===== src/rtl/imem_fetch_ctrl.sv =====
// imem_fetch_ctrl: instruction-fetch controller for the RV32I core.
// It reads the combinational, word-addressed instruction ROM and buffers the
// fetched words in a small prefetch queue. Decode takes the head of that queue
// over a valid/ready handshake. A redirect flushes the queue and restarts
// fetch at a new PC.
//
// Optional feature: define IMEM_FETCH_ALIGN_CHK_EN to trap misaligned redirect
// targets in a FAULT state. When it is undefined, redirect_pc[1:0] is ignored.
//
// Ports
//   clk, reset                  clock; synchronous active-high reset
//   fetch_en                    allow new fetches (the queue drains regardless)
//   mem_addr, mem_req           ROM address (= fetch_pc), fetch issued this cycle
//   mem_rdata                   ROM data for mem_addr, same cycle
//   inst_valid/data/pc          queue head presented to decode
//   inst_ready                  decode accepts the head
//   redirect_valid/redirect_pc  flush and restart fetch at redirect_pc
//   fetch_fault                 misaligned redirect seen (macro builds only)
module imem_fetch_ctrl #(
  parameter logic [31:0] RESET_PC = 32'h0000_0000,
  parameter int          QDEPTH   = 2
) (
  input  logic        clk,
  input  logic        reset,
  input  logic        fetch_en,
  output logic [31:0] mem_addr,
  output logic        mem_req,
  input  logic [31:0] mem_rdata,
  output logic        inst_valid,
  output logic [31:0] inst_data,
  output logic [31:0] inst_pc,
  input  logic        inst_ready,
  input  logic        redirect_valid,
  input  logic [31:0] redirect_pc,
  output logic        fetch_fault
);

  localparam int PW = $clog2(QDEPTH);

  typedef struct packed {
    logic [31:0] pc;
    logic [31:0] inst;
  } qent_t;

`ifdef IMEM_FETCH_ALIGN_CHK_EN
  typedef enum logic {RUN = 1'b0, FAULT = 1'b1} state_t;
`else
  typedef enum logic {RUN = 1'b0} state_t;
`endif

  state_t        state_q, state_d;
  logic [31:0]   fetch_pc;
  qent_t         q [QDEPTH];
  logic [PW-1:0] rptr, wptr;
  logic [PW:0]   cnt;
  logic          pop, push;
  logic [31:0]   tgt_pc;

  assign pop        = inst_valid & inst_ready;
  // A pop in this cycle frees a slot, so a full queue can still accept a push.
  assign push       = (state_q == RUN) & fetch_en & ~redirect_valid &
                      ((cnt < (PW+1)'(QDEPTH)) | pop);
  assign mem_req    = push & ~reset;
  assign mem_addr   = fetch_pc;
  assign tgt_pc     = {redirect_pc[31:2], 2'b00};

  // Head outputs are taken only from queue registers. There is no path from mem_rdata.
  assign inst_valid = (cnt != '0);
  assign inst_data  = q[rptr].inst;
  assign inst_pc    = q[rptr].pc;

`ifdef IMEM_FETCH_ALIGN_CHK_EN
  assign fetch_fault = (state_q == FAULT);

  always_comb begin
    state_d = state_q;
    if (redirect_valid)
      state_d = (redirect_pc[1:0] != 2'b00) ? FAULT : RUN;
  end
`else
  logic unused_rpc_lsb;
  assign unused_rpc_lsb = ^redirect_pc[1:0];
  assign fetch_fault    = 1'b0;

  always_comb begin
    state_d = RUN;
  end
`endif

  always_ff @(posedge clk) begin
    if (reset) state_q <= RUN;
    else       state_q <= state_d;
  end

  always_ff @(posedge clk) begin
    if (reset) begin
      fetch_pc <= RESET_PC;
      rptr     <= '0;
      wptr     <= '0;
      cnt      <= '0;
      for (int i = 0; i < QDEPTH; i++) q[i] <= '0;
    end else if (redirect_valid) begin
      // A flush drops every entry. An entry popped in this cycle is the older
      // instruction, and decode squashes it.
      fetch_pc <= tgt_pc;
      rptr     <= '0;
      wptr     <= '0;
      cnt      <= '0;
    end else begin
      if (push) begin
        q[wptr]  <= '{pc: fetch_pc, inst: mem_rdata};
        wptr     <= wptr + 1'b1;
        fetch_pc <= fetch_pc + 32'd4;
      end
      if (pop) rptr <= rptr + 1'b1;
      cnt <= cnt + {{PW{1'b0}}, push} - {{PW{1'b0}}, pop};
    end
  end

endmodule


===== config.mk =====
export PLATFORM = sky130hd
export DESIGN_NAME = imem_fetch_ctrl
export DESIGN_NICKNAME = d
export VERILOG_FILES = /design/src/rtl/imem_fetch_ctrl.sv
export SDC_FILE = /design/constraint.sdc
export NUM_CORES = 1
export LEC_CHECK = 0
export ABC_AREA = 1
export CORE_MARGIN = 2
export CORE_UTILIZATION = 40
export DETAILED_ROUTE_END_ITERATION = 6
export GPL_TIMING_DRIVEN = 0
export PLACE_DENSITY_LB_ADDON = 0.1
export SLEW_MARGIN = 20
export SYNTH_ARGS = -nofsm -noshare
export SYNTH_HDL_FRONTEND = slang
export SYNTH_SLANG_ARGS = --single-unit

===== constraint.sdc =====
create_clock -name clk -period 7.9 [get_ports clk]
set_input_delay 1.58 -clock clk [delete_from_list [all_inputs] [get_ports clk]]
set_output_delay 1.58 -clock clk [all_outputs]
set_load 0.02 [all_outputs]

Yosys cells after proc, flatten, opt, wreduce, memory -nomap -nowiden
Memories as Yosys holds them, arrays and structs flattened. A register that Yosys moved wholly into a read port is not among the register bits.
Index checks and enable logic that the tools add are counted.

cells by class
  add/sub/neg operators = 5
  multiplexer cells = 13
  bitwise gates (word level) = 7
  reduce and logical (&&, ||, !) cells = 4
  magnitude comparators = 1

operators by type and width
  kind                                                count
  two-way mux 32 bit                                  2
  two-way mux 64 bit                                  1
  OR reduction 64 bit                                 1
  adder 32 x 3 -> 32 bit (second input constant)      1
  two-way mux 1 bit                                   10
  AND 1 bit                                           4
  nonzero test 2 bit                                  2
  adder 1 bit (second input constant)                 2
  adder 2 x 1 -> 2 bit                                1
  less-than comparator 2 bit (second input constant)  1
  inverter 1 bit                                      2
  OR reduction 2 bit                                  1
  subtractor 2 x 1 -> 2 bit                           1
  OR 1 bit                                            1

storage, ports and cells
  memory bits (writable) = 128
  memories kept = 1
  word-level logic and storage cells = 36
  register bits after elaboration = 36
  output and inout bits = 99
  bits of input ports = 69

memories
  memory  words  bits a word  read ports  clocked after Yosys merged registers in  write ports  RTL line  source
  q       2      64           1           1                                        2            53        qent_t q [QDEPTH];

Logic depth before layout (Yosys ltp)
Gate-level depths: netlist of the first run.

  word-level depth = 10
  depth in mapped cells = 12
  depth with buffers taken out = 10

Worst setup path after synthesis of the first run
Ideal clock, no wire load.

  kind = input-to-reg
  from = input inst_ready
  to = memory q[1][0] (netlist bit), enable pin
  stages = 7
  library setup time = 0.421 ns
  buffers on the path = 1
  required time = 7.479 ns
  data arrival time = 3.721 ns
  path slack = 3.758 ns
  cells stage by stage = inv_1 nand2_1 nand3_2 nor2_4 nand2_1 buf_2 nand2_1

RTL lines
  what             RTL line  source
  start, declared  32        input logic inst_ready,
  end, declared    53

Worst setup path in the final report of the first run
  from = input redirect_valid
  to = output mem_req

on the way
  cells in the longest elaborated chain, start to end = 4

ends and longest elaborated chain
  what                     RTL line  source
  start, declared          33        input logic redirect_valid,
  inverter 1 bit           61        assign push = (state_q == RUN) & fetch_en & ~redirect_valid &
  AND 1 bit (2 in series)  61
  AND 1 bit                63        assign mem_req = push & ~reset;
  end, declared            27        output logic mem_req,

No other way between the ends.

==> results of run 1 <==
==> metal layers <==
layer | up-vias | wire [um] | global-route usage
li1 | 2897 | - | -
met1 | 2713 | 8880 | 0.261
met2 | 163 | 9120 | 0.325
met3 | 22 | 865 | 0.0341
met4 | 0 | 291 | 0.0584
met5 | - | 0 | 0
==> synth_stat cells, drive strengths merged <==
| library cell | instances |
|---|---|
| o221ai | 1 |
| nor3 | 1 |
| dfxtp | 35 |
| nor3b | 1 |
| a31oi | 6 |
| clkinv | 1 |
| mux2 | 62 |
| buf | 29 |
| and2 | 2 |
| a21oi | 23 |
| nor2 | 169 |
| or2 | 3 |
| ha | 2 |
| clkbuf | 6 |
| xor2 | 4 |
| inv | 95 |
| o22ai | 2 |
| conb | 1 |
| nand2 | 139 |
| o21ai | 30 |
| edfxtp | 124 |
| o31ai | 2 |
| nand3 | 37 |
==> report_power, final <==
group / internal (W) / switching, W / total [W]
combinational: 0.000122 / 0.000141 / 0.000262
clock: 0.000436 / 0.000348 / 0.000784
sequential: 0.000943 / 0.0000224 / 0.000965
==> placed cells by master, fill, tap and decap left out, drive strengths merged <==
master,netlist,final
conb,1,5
a21oi,23,23
bufinv,0,1
o22ai,2,2
o221ai,1,1
clkinvlp,0,4
a31oi,6,6
buf,29,31
nor3b,1,1
nand2,139,139
nor2,169,169
o31ai,2,2
dfxtp,35,35
clkbuf,6,23
clkdlybuf4s50,0,159
nand3,37,37
nor3,1,1
edfxtp,124,124
inv,95,99
or2,3,3
o21ai,30,30
clkinv,1,7
mux2,62,62
xor2,4,4
and2,2,2
ha,2,2
==> logic make-up after synthesis <==
| family | after synthesis | synth area share |
|---|---|---|
| flip-flops | 159 | 0.585 |
| buffers and inverters | 131 | 0.0722 |
| other | 1 | 0.000496 |
| adder cells (fa/ha/maj) | 2 | 0.00331 |
| AND/OR/NAND/NOR | 352 | 0.196 |
| AO/OA/AOI/OAI | 64 | 0.0459 |
| multiplexers | 62 | 0.0924 |
| XOR/XNOR | 4 | 0.00463 |
==> state kept, by name, summed over array words and instances (netlist names), named ones only <==
register and flops:
cnt 2, rptr 1, mem_addr 30, q 124
wptr 1
==> worst min-delay path by stage <==
stage / endpoint / slack, ns
after floorplan: wptr / 0.46
after global placement: wptr / 0.47
after detailed placement: wptr / 0.48
after CTS: wptr / 0.49
after global routing: wptr / 0.51
final: wptr / 0.49
==> critical path, cell delays in order <==
cell             delay [ns]
clkdlybuf4s50_1        0.48
inv_2                  0.12
nand3_2                0.12
nor2_4                 0.31
clkdlybuf4s50_1        0.68
==> cell type report <==
cell class | count | area, um^2
flip-flops and latches | 159 | 4420
repair buffers | 161 | 1640
clock inverters | 15 | 135
fillers | 1706 | 8560
plain buffers | 35 | 185
inverters | 96 | 360
well taps | 234 | 293
clock buffers | 17 | 425
multi-input cells | 489 | 2620
==> per-stage QoR <==
step / total power [W] / util / std cells / setup slack (ns) / cell area (um^2)
5_1_grt: 0.00208 / 0.541 / 1206 / 2.97 / 10100
6_report: 0.00201 / 0.541 / 1206 / 3.03 / 10100
4_1_cts: 0.00202 / 0.541 / 1206 / 3.03 / 10100
3_3_place_gp: 0.00124 / 0.507 / 1172 / 1.99 / 9460
3_5_place_dp: 0.00125 / 0.511 / 1174 / 3.04 / 9520
2_1_floorplan: 0.00111 / - / 779 / 3.76 / 7570
==> run metrics, run 1 <==
outcome=complete, no violations; Synth top area share=0.493; Die Area=20000 um^2; layout cells sized above 1=0.158; critical path arrival=3.29 ns; Setup TNS=0 ns; fin. max-slew vios=0; first-pass GRT wire length=29.7 mm; 1st-iter DRT viols=332; Clock Skew=0.0103 ns; critical path class=primary input to output port; Startpoint Class=primary input; WHS=between 0.4 and 0.5 ns; largest net degree at the start of global routing=47; sequential area share after synthesis=0.585; Die Y=141 um; Clock Tree Root=clkbuf_16; total track usage=0.195; core area=18600 um^2; initial antenna violation count=0; wire length per cell=approximately 16 um; HP Class=flop to flop; Post-Synthesis Cell Area=7560 um^2; Peak VDD IR=about 0.15 mV; Tightest Pin Transition=0.718 ns; Fmax=205 MHz; crit path capture=mem_req; relative slew slack=0.521; Post-CTS Setup Repair Bufs=0; worst r2r src=cnt[1]; grt ovf=0; area leader, netlist=edfxtp_1; clk buf depth=2; Hold Path Stages=2; Setup-failing EPs final=0; Final nets=1030; DR vias=around 5.8k; clock-pin slew on the worst setup and hold paths=0.06 ns; PwrDens=around 200 nW/um^2; drt pass-1 iters=6; Initial Utilization=0.405; Num Clock Sinks=approximately 160; period utilisation layout=0.616; hold_buf cts=0; drt drc=0; max_cap viols=0; RSZ-0062 raised after global routing=false; diode count=0; Die W=141 um; reg2reg path depth=7; Critical Path Fanout Max=9; main area contributors after synthesis=edfxtp_1 (49%), dfxtp_1 (9.3%), mux2_2 (9.2%); crit path launch=redirect_valid; Yosys cell types=32; overall routed net length=19.2 mm; clk_lat worst skew=approximately 0.42 ns; Vias/cell=4.81; H-tree Lvls=4; post-synthesis cell count=about 780; leakage power=roughly 3.9 nW; synthesis-to-layout area growth=33.4%; fin crit period=4.87 ns; Worst R2R End=q[1][28]; post-CTS sizing=0; DPL Wire Length=13.5 mm; Ys Warns=0; Worst R2R Setup Slack=5.35 ns; Num CTS Buffers=17; FF+latch count, synth=159; IO Pins=168; Mapped Avg Cell Area=about 9.8 um^2; post-route ant nets=0; Worst Hold Launch=wptr; I/O Buffers=between 150 and 200; crit end category=output port; Rows=50; vias in the first global route=5592; CTS tree=built; Crit path required time=6.32 ns; Hold Fails Final Rpt=0; gp weighted congestion=roughly 0.88
No activity file was read; power rests on OpenSTA's default activity.
==> inputs of run 2 (changes only) <==
- clock period: 7.9 -> 4.97 ns (I/O delays scaled with it)
==> results of run 2 <==
Same layout as run 1 (identical final DEF). Status: complete, no violations.
Among the figures that moved: setup slack after placement 3.04 ns -> 1.17 ns; setup slack after layout 3.03 ns -> 1.27 ns; register-to-register setup slack 5.35 ns -> 2.42 ns; total power 0.00201 W -> 0.00320 W; worst IR drop on VDD 0.146 mV -> 0.231 mV
==> inputs of run 3 (changes only) <==
- clock period: 4.97 -> 3.5 ns (I/O delays scaled with it)
==> results of run 3 <==
Same layout as run 1 (identical final DEF). Status: complete, no violations.
Among the figures that moved: setup slack after placement 3.04 ns -> -0.00786 ns; setup slack after layout 3.03 ns -> 0.340 ns; end point of the critical path mem_req -> inst_pc[12]; register-to-register setup slack 5.35 ns -> 0.95 ns; total power 0.00201 W -> 0.00454 W; worst IR drop on VDD 0.146 mV -> 0.329 mV
